**config.mk**
```make
export PLATFORM = sky130hd
export DESIGN_NAME = rf_cmd_ctrl
export DESIGN_NICKNAME = d
export VERILOG_FILES = /design/src/rtl/rf_cmd_ctrl.sv
export SDC_FILE = /design/constraint.sdc
export NUM_CORES = 1
export LEC_CHECK = 0
export ABC_AREA = 1
export CAP_MARGIN = 30
export CELL_PAD_IN_SITES_DETAIL_PLACEMENT = 0
export CELL_PAD_IN_SITES_GLOBAL_PLACEMENT = 2
export CORE_ASPECT_RATIO = 0.5
export CORE_MARGIN = 3
export CORE_UTILIZATION = 27
export CTS_CLUSTER_DIAMETER = 60
export DETAILED_ROUTE_END_ITERATION = 8
export PLACE_DENSITY_LB_ADDON = 0.1
export SYNTH_ARGS = -nofsm -noshare
export SYNTH_HDL_FRONTEND = slang
export SYNTH_SLANG_ARGS = --single-unit
```
**constraint.sdc**
```tcl
create_clock -name CLK -period 1.7 [get_ports CLK]
set_input_delay 0.425 -clock CLK [delete_from_list [all_inputs] [get_ports CLK]]
set_output_delay 0.425 -clock CLK [all_outputs]
set_load 0.01 [all_outputs]
```
**src/rtl/rf_cmd_ctrl.sv**
```systemverilog
// Byte-command initiator for the configuration register file: UART RX frames -> RF strobes, RF read data -> UART TX.
// Optional macro RF_CMD_WR_ACK_EN: after each write, send an 8'h5A acknowledge byte on the TX path.
module rf_cmd_ctrl #(
   parameter int unsigned           ADDR_SIZE  = 4,
   parameter int unsigned           DATA_WIDTH = 8,
   parameter logic [DATA_WIDTH-1:0] WR_CMD     = 8'hAA,
   parameter logic [DATA_WIDTH-1:0] RD_CMD     = 8'hBB,
   parameter int unsigned           RD_TIMEOUT = 4
) (
   input  logic                  CLK,
   input  logic                  RST,
   input  logic [DATA_WIDTH-1:0] RX_P_DATA,
   input  logic                  RX_D_VLD,
   output logic                  WrEn,
   output logic                  RdEn,
   output logic [ADDR_SIZE-1:0]  Address,
   output logic [DATA_WIDTH-1:0] WrData,
   input  logic [DATA_WIDTH-1:0] RdData,
   input  logic                  RdData_valid,
   output logic [DATA_WIDTH-1:0] TX_P_DATA,
   output logic                  TX_D_VLD,
   input  logic                  TX_BUSY,
   output logic                  Cmd_Err
);

   localparam int unsigned CNT_W = $clog2(RD_TIMEOUT + 1);
`ifdef RF_CMD_WR_ACK_EN
   localparam logic [DATA_WIDTH-1:0] ACK_BYTE = DATA_WIDTH'(8'h5A);
`endif

   typedef enum logic [2:0] {
      IDLE, WR_ADDR, WR_DATA, RD_ADDR, RD_WAIT, TX_SEND, WR_ACK
   } state_t;

   state_t                state, state_nxt;
   logic [CNT_W-1:0]      cnt, cnt_nxt;
   logic                  wr_en_nxt, rd_en_nxt, err_nxt, tx_vld_nxt;
   logic [ADDR_SIZE-1:0]  addr_nxt;
   logic [DATA_WIDTH-1:0] wr_data_nxt, tx_data_nxt;
   logic                  addr_ok_c, is_wr_c, is_rd_c, rd_last_c;

   // Upper bits of an address byte must be zero to be a legal register index.
   assign addr_ok_c = (RX_P_DATA[DATA_WIDTH-1:ADDR_SIZE] == '0);
   assign is_wr_c   = (RX_P_DATA == WR_CMD);
   assign is_rd_c   = (RX_P_DATA == RD_CMD);
   assign rd_last_c = (cnt == CNT_W'(RD_TIMEOUT - 1));

   // State and timeout counter register
   always_ff @(posedge CLK or negedge RST) begin
      if (!RST) begin
         state <= IDLE;
         cnt   <= '0;
      end else begin
         state <= state_nxt;
         cnt   <= cnt_nxt;
      end
   end

   // Next-state and read-timeout counter
   always_comb begin
      state_nxt = state;
      cnt_nxt   = '0;
      case (state)
         IDLE: begin
            if (RX_D_VLD && is_wr_c)      state_nxt = WR_ADDR;
            else if (RX_D_VLD && is_rd_c) state_nxt = RD_ADDR;
         end
         WR_ADDR: if (RX_D_VLD) state_nxt = addr_ok_c ? WR_DATA : IDLE;
`ifdef RF_CMD_WR_ACK_EN
         WR_DATA: if (RX_D_VLD) state_nxt = WR_ACK;
         WR_ACK:  if (TX_D_VLD && !TX_BUSY) state_nxt = IDLE;
`else
         WR_DATA: if (RX_D_VLD) state_nxt = IDLE;
`endif
         RD_ADDR: if (RX_D_VLD) state_nxt = addr_ok_c ? RD_WAIT : IDLE;
         RD_WAIT: begin
            if (RdData_valid)   state_nxt = TX_SEND;
            else if (rd_last_c) state_nxt = IDLE;
            else                cnt_nxt   = cnt + CNT_W'(1);
         end
         TX_SEND: if (!TX_BUSY) state_nxt = IDLE;
         default: state_nxt = IDLE;
      endcase
   end

   // Next values of the registered outputs; strobes and error default low every cycle.
   always_comb begin
      wr_en_nxt   = 1'b0;
      rd_en_nxt   = 1'b0;
      err_nxt     = 1'b0;
      addr_nxt    = Address;
      wr_data_nxt = WrData;
      tx_data_nxt = TX_P_DATA;
      tx_vld_nxt  = TX_D_VLD;
      case (state)
         IDLE: if (RX_D_VLD && !is_wr_c && !is_rd_c) err_nxt = 1'b1;
         WR_ADDR: begin
            if (RX_D_VLD) begin
               if (addr_ok_c) addr_nxt = RX_P_DATA[ADDR_SIZE-1:0];
               else           err_nxt  = 1'b1;
            end
         end
         WR_DATA: begin
            if (RX_D_VLD) begin
               wr_data_nxt = RX_P_DATA;
               wr_en_nxt   = 1'b1;
            end
         end
         RD_ADDR: begin
            if (RX_D_VLD) begin
               if (addr_ok_c) begin
                  addr_nxt  = RX_P_DATA[ADDR_SIZE-1:0];
                  rd_en_nxt = 1'b1;
               end else begin
                  err_nxt = 1'b1;
               end
            end
         end
         RD_WAIT: begin
            if (RdData_valid) begin
               tx_data_nxt = RdData;
               tx_vld_nxt  = 1'b1;
            end else if (rd_last_c) begin
               err_nxt = 1'b1;
            end
            if (RX_D_VLD) err_nxt = 1'b1;
         end
         TX_SEND: begin
            if (!TX_BUSY) tx_vld_nxt = 1'b0;
            if (RX_D_VLD) err_nxt = 1'b1;
         end
`ifdef RF_CMD_WR_ACK_EN
         // First WR_ACK cycle is the WrEn cycle; the ack byte is raised after it.
         WR_ACK: begin
            if (!TX_D_VLD) begin
               tx_vld_nxt  = 1'b1;
               tx_data_nxt = ACK_BYTE;
            end else if (!TX_BUSY) begin
               tx_vld_nxt = 1'b0;
            end
            if (RX_D_VLD) err_nxt = 1'b1;
         end
`endif
         default: ;
      endcase
   end

   // Output registers
   always_ff @(posedge CLK or negedge RST) begin
      if (!RST) begin
         WrEn      <= 1'b0;
         RdEn      <= 1'b0;
         Cmd_Err   <= 1'b0;
         Address   <= '0;
         WrData    <= '0;
         TX_P_DATA <= '0;
         TX_D_VLD  <= 1'b0;
      end else begin
         WrEn      <= wr_en_nxt;
         RdEn      <= rd_en_nxt;
         Cmd_Err   <= err_nxt;
         Address   <= addr_nxt;
         WrData    <= wr_data_nxt;
         TX_P_DATA <= tx_data_nxt;
         TX_D_VLD  <= tx_vld_nxt;
      end
   end

endmodule

```
==> results.toml <==
[cts]
cts_resized = 0
cts_tree = "done"
insertion_delay_ns = 0.28
holdBufCountCts = 0
cts_setup_buffers = 0
cts-root-buf = "clkbuf_8"
cts_buffers = 5
cts-root-to-sink-buffers = 2
clock-sinks = 30
htree_levels = 2
clk_pin_slew_worst_paths_ns = 0.07

[synth]
syn_nets = 169
synth-seq-area-share_pct = 53.7
synth_seq_cells = 30
syn_inst = 147
synth.avg_cell_area_sq_um = 9.51
ys.warnings.count = 0
yosysUniqueCellTypes = 22
netlist_area_sq_mm = 0.00140

[global_routing]
grt_first_pass_wirelength_microns = 5450
grt_overflow = 0
grt_start_max_net_pins = 31
grt_pass1_vias = 1177
antenna_found_initial = 0
track_usage_pct = 11.2

[sta]
relSlewSlack_pct = 74.2
timing.final.crit_share_pct = 94.4
fin_crit_ns = 1.60
setup_viol = 0
rsz0062_at_grt = "no"
clock.fmax_mhz = 623
worstMarginPinSlew_ns = 0.388
slew_viol_final = 0
hold_violations = 0
skew_ns = 0.00630
setup_slack_ns = 0.0957

[setup_path]
r2r_start = "state[0]$_DFFE_PN0P_"
worst_path_largest_cell_delay_ns = 0.55
required_ns = 1.27
crit_path_start = "WrData[6]$_DFFE_PN0P_"
critPathMaxFanout = 2
endpoint_kind = "output port"
crit_buf_inv = 1
critPathKind = "reg2out"
path_cells = "clkdlybuf4s50_1"
startpoint_type = "flop"
critical-path-slowest-cell = "clkdlybuf4s50_1"
critical-path-top-delay-family = "buffers and inverters"
crit_arrival_ns = 1.18

[placement]
pre_cts_slack_ns = -0.123
dpl.hpwl_microns = 2400
gp_congestion = 0.703
numPortBuffers = 44
post_dp_cell_area_sq_mm = 0.00197

[pwr]
ir_worst_vdd_v = 0.000561
cellLeakagePower_nw = 0.990
power_density_mw_per_mm2 = 1430
power_mw = 2.94

[status]
outcome = "finished clean"

[route]
wl_met1_microns = 1630
ant_nets = 0
drc = 0
drt-total-wl_microns = 3140
dr.max_layer_used = "met4"
drtIter0Drc = 41
wl_met3_microns = 282
wl_met2_microns = 1220
vias_per_cell = 4.13
num_vias = 1119
avgRoutedWirePerCell_microns = 11.6
first_pass_iters = 4

[floorplanning]
core_area_sq_mm = 0.00468
die_w_microns = 108
start_util_pct = 29.9
fp.dieH_microns = 56.9
num_rows = 17
die_area_sq_mm = 0.00613
io_pins = 45

[layout]
antenna_cells = 0
final_cell_area_sq_mm = 0.00206
drive_gt1_share_pct = 18.5
fin_nets = 226
areaGrowthSynthToFinish_pct = 47.5

[worst_hold_path]
hold_class = "reg2reg"
min_from = "cnt[0]$_DFF_PN0_"

[job]
drv_cap = 0
worst paths after layout:
check	cells after the start	slack, ns	end
setup reg to reg	4	0.32	TX_P_DATA[7]$_DFFE_PN0P_
hold reg to reg	1	0.43	cnt[0]$_DFF_PN0_
min in group asynchronous	2	0.54	state[2]$_DFFE_PN0P_
hold / removal	1	0.43	cnt[0]$_DFF_PN0_
max in group asynchronous	2	0.88	WrData[0]$_DFFE_PN0P_
setup / recovery	1	0.1	WrData[6]
area by class of cell:
| class | instances | area, sq um |
|---|---|---|
| well taps | 66 | 82.6 |
| repair buffers | 53 | 520 |
| multi-input cells | 97 | 549 |
| inverters | 17 | 63.8 |
| clock buffers | 6 | 82.6 |
| clock inverters | 2 | 12.5 |
| fillers | 477 | 2620 |
| flip-flops and latches | 30 | 751 |
where the power goes:
| group | total (mW) | internal [mW] | switching, mW | leakage [nW] |
|---|---|---|---|---|
| sequential | 1.13 | 0.972 | 0.157 | 0.394 |
| clock | 0.599 | 0.325 | 0.274 | 0.0472 |
| combinational | 1.21 | 0.688 | 0.524 | 0.549 |
| total | 2.94 | 1.98 | 0.955 | 0.990 |
metrics by stage:
step	hold slack, ns	TNS (ns)	std cells	util, %
2_1_floorplan	0.129	0	147	-
3_3_place_gp	0.418	-0.573	263	42.0
3_5_place_dp	0.429	-0.521	263	42.0
4_1_cts	0.438	0	271	44.1
5_1_grt	0.472	0	271	44.1
6_report	0.430	0	271	44.1
Yosys cell counts (all sizes together):
cell type / number / share of area (%)
a21oi: 4 / 1.4
or2: 1 / 0.63
nand4: 4 / 1.8
ha: 1 / 0.90
nor3: 3 / 1.8
inv: 17 / 4.6
nor2: 18 / 6.1
buf: 3 / 2.4
nand3: 8 / 3.2
o21ai: 12 / 4.6
nand2: 38 / 11
mux2: 8 / 8.3
dfrtp: 30 / 54
state kept, by name (all words and copies together), names as in the netlist:
signal and flops:
WrEn 1, TX_D_VLD 1, Address 4, TX_P_DATA 8, WrData 8, cnt 3, state 3, Cmd_Err 1
RdEn 1
per-layer routing:
metal | global-route usage, % | vias up
li1 | - | 580
met1 | 15.4 | 504
met2 | 16.4 | 33
met3 | 5.17 | 2
met4 | 1.62 | 0
met5 | 0 | -
placed cells by master (no fill, tap or decap), drive strengths merged:
| master | n |
|---|---|
| nand3 | 8 |
| nand4 | 4 |
| clkdlybuf4s50 | 44 |
| a21oi | 4 |
| clkbuf | 6 |
| buf | 9 |
| o21ai | 12 |
| ha | 1 |
| nand2 | 38 |
| nor3 | 3 |
| dfrtp | 30 |
| inv | 17 |
| clkinv | 1 |
| or2 | 1 |
| mux2 | 8 |
| nor2 | 18 |
| clkinvlp | 1 |
cell families (layout without fill, tap and decap cells):
kind of cell	Yosys count	count (layout)	synth area share [%]
simple gates	72	72	24.1
flops	30	30	53.7
compound gates	16	16	6.00
fa+ha+maj	1	1	0.895
mux	8	8	8.33
buf+inv	20	78	6.98
(Power assumes the default switching activity.)
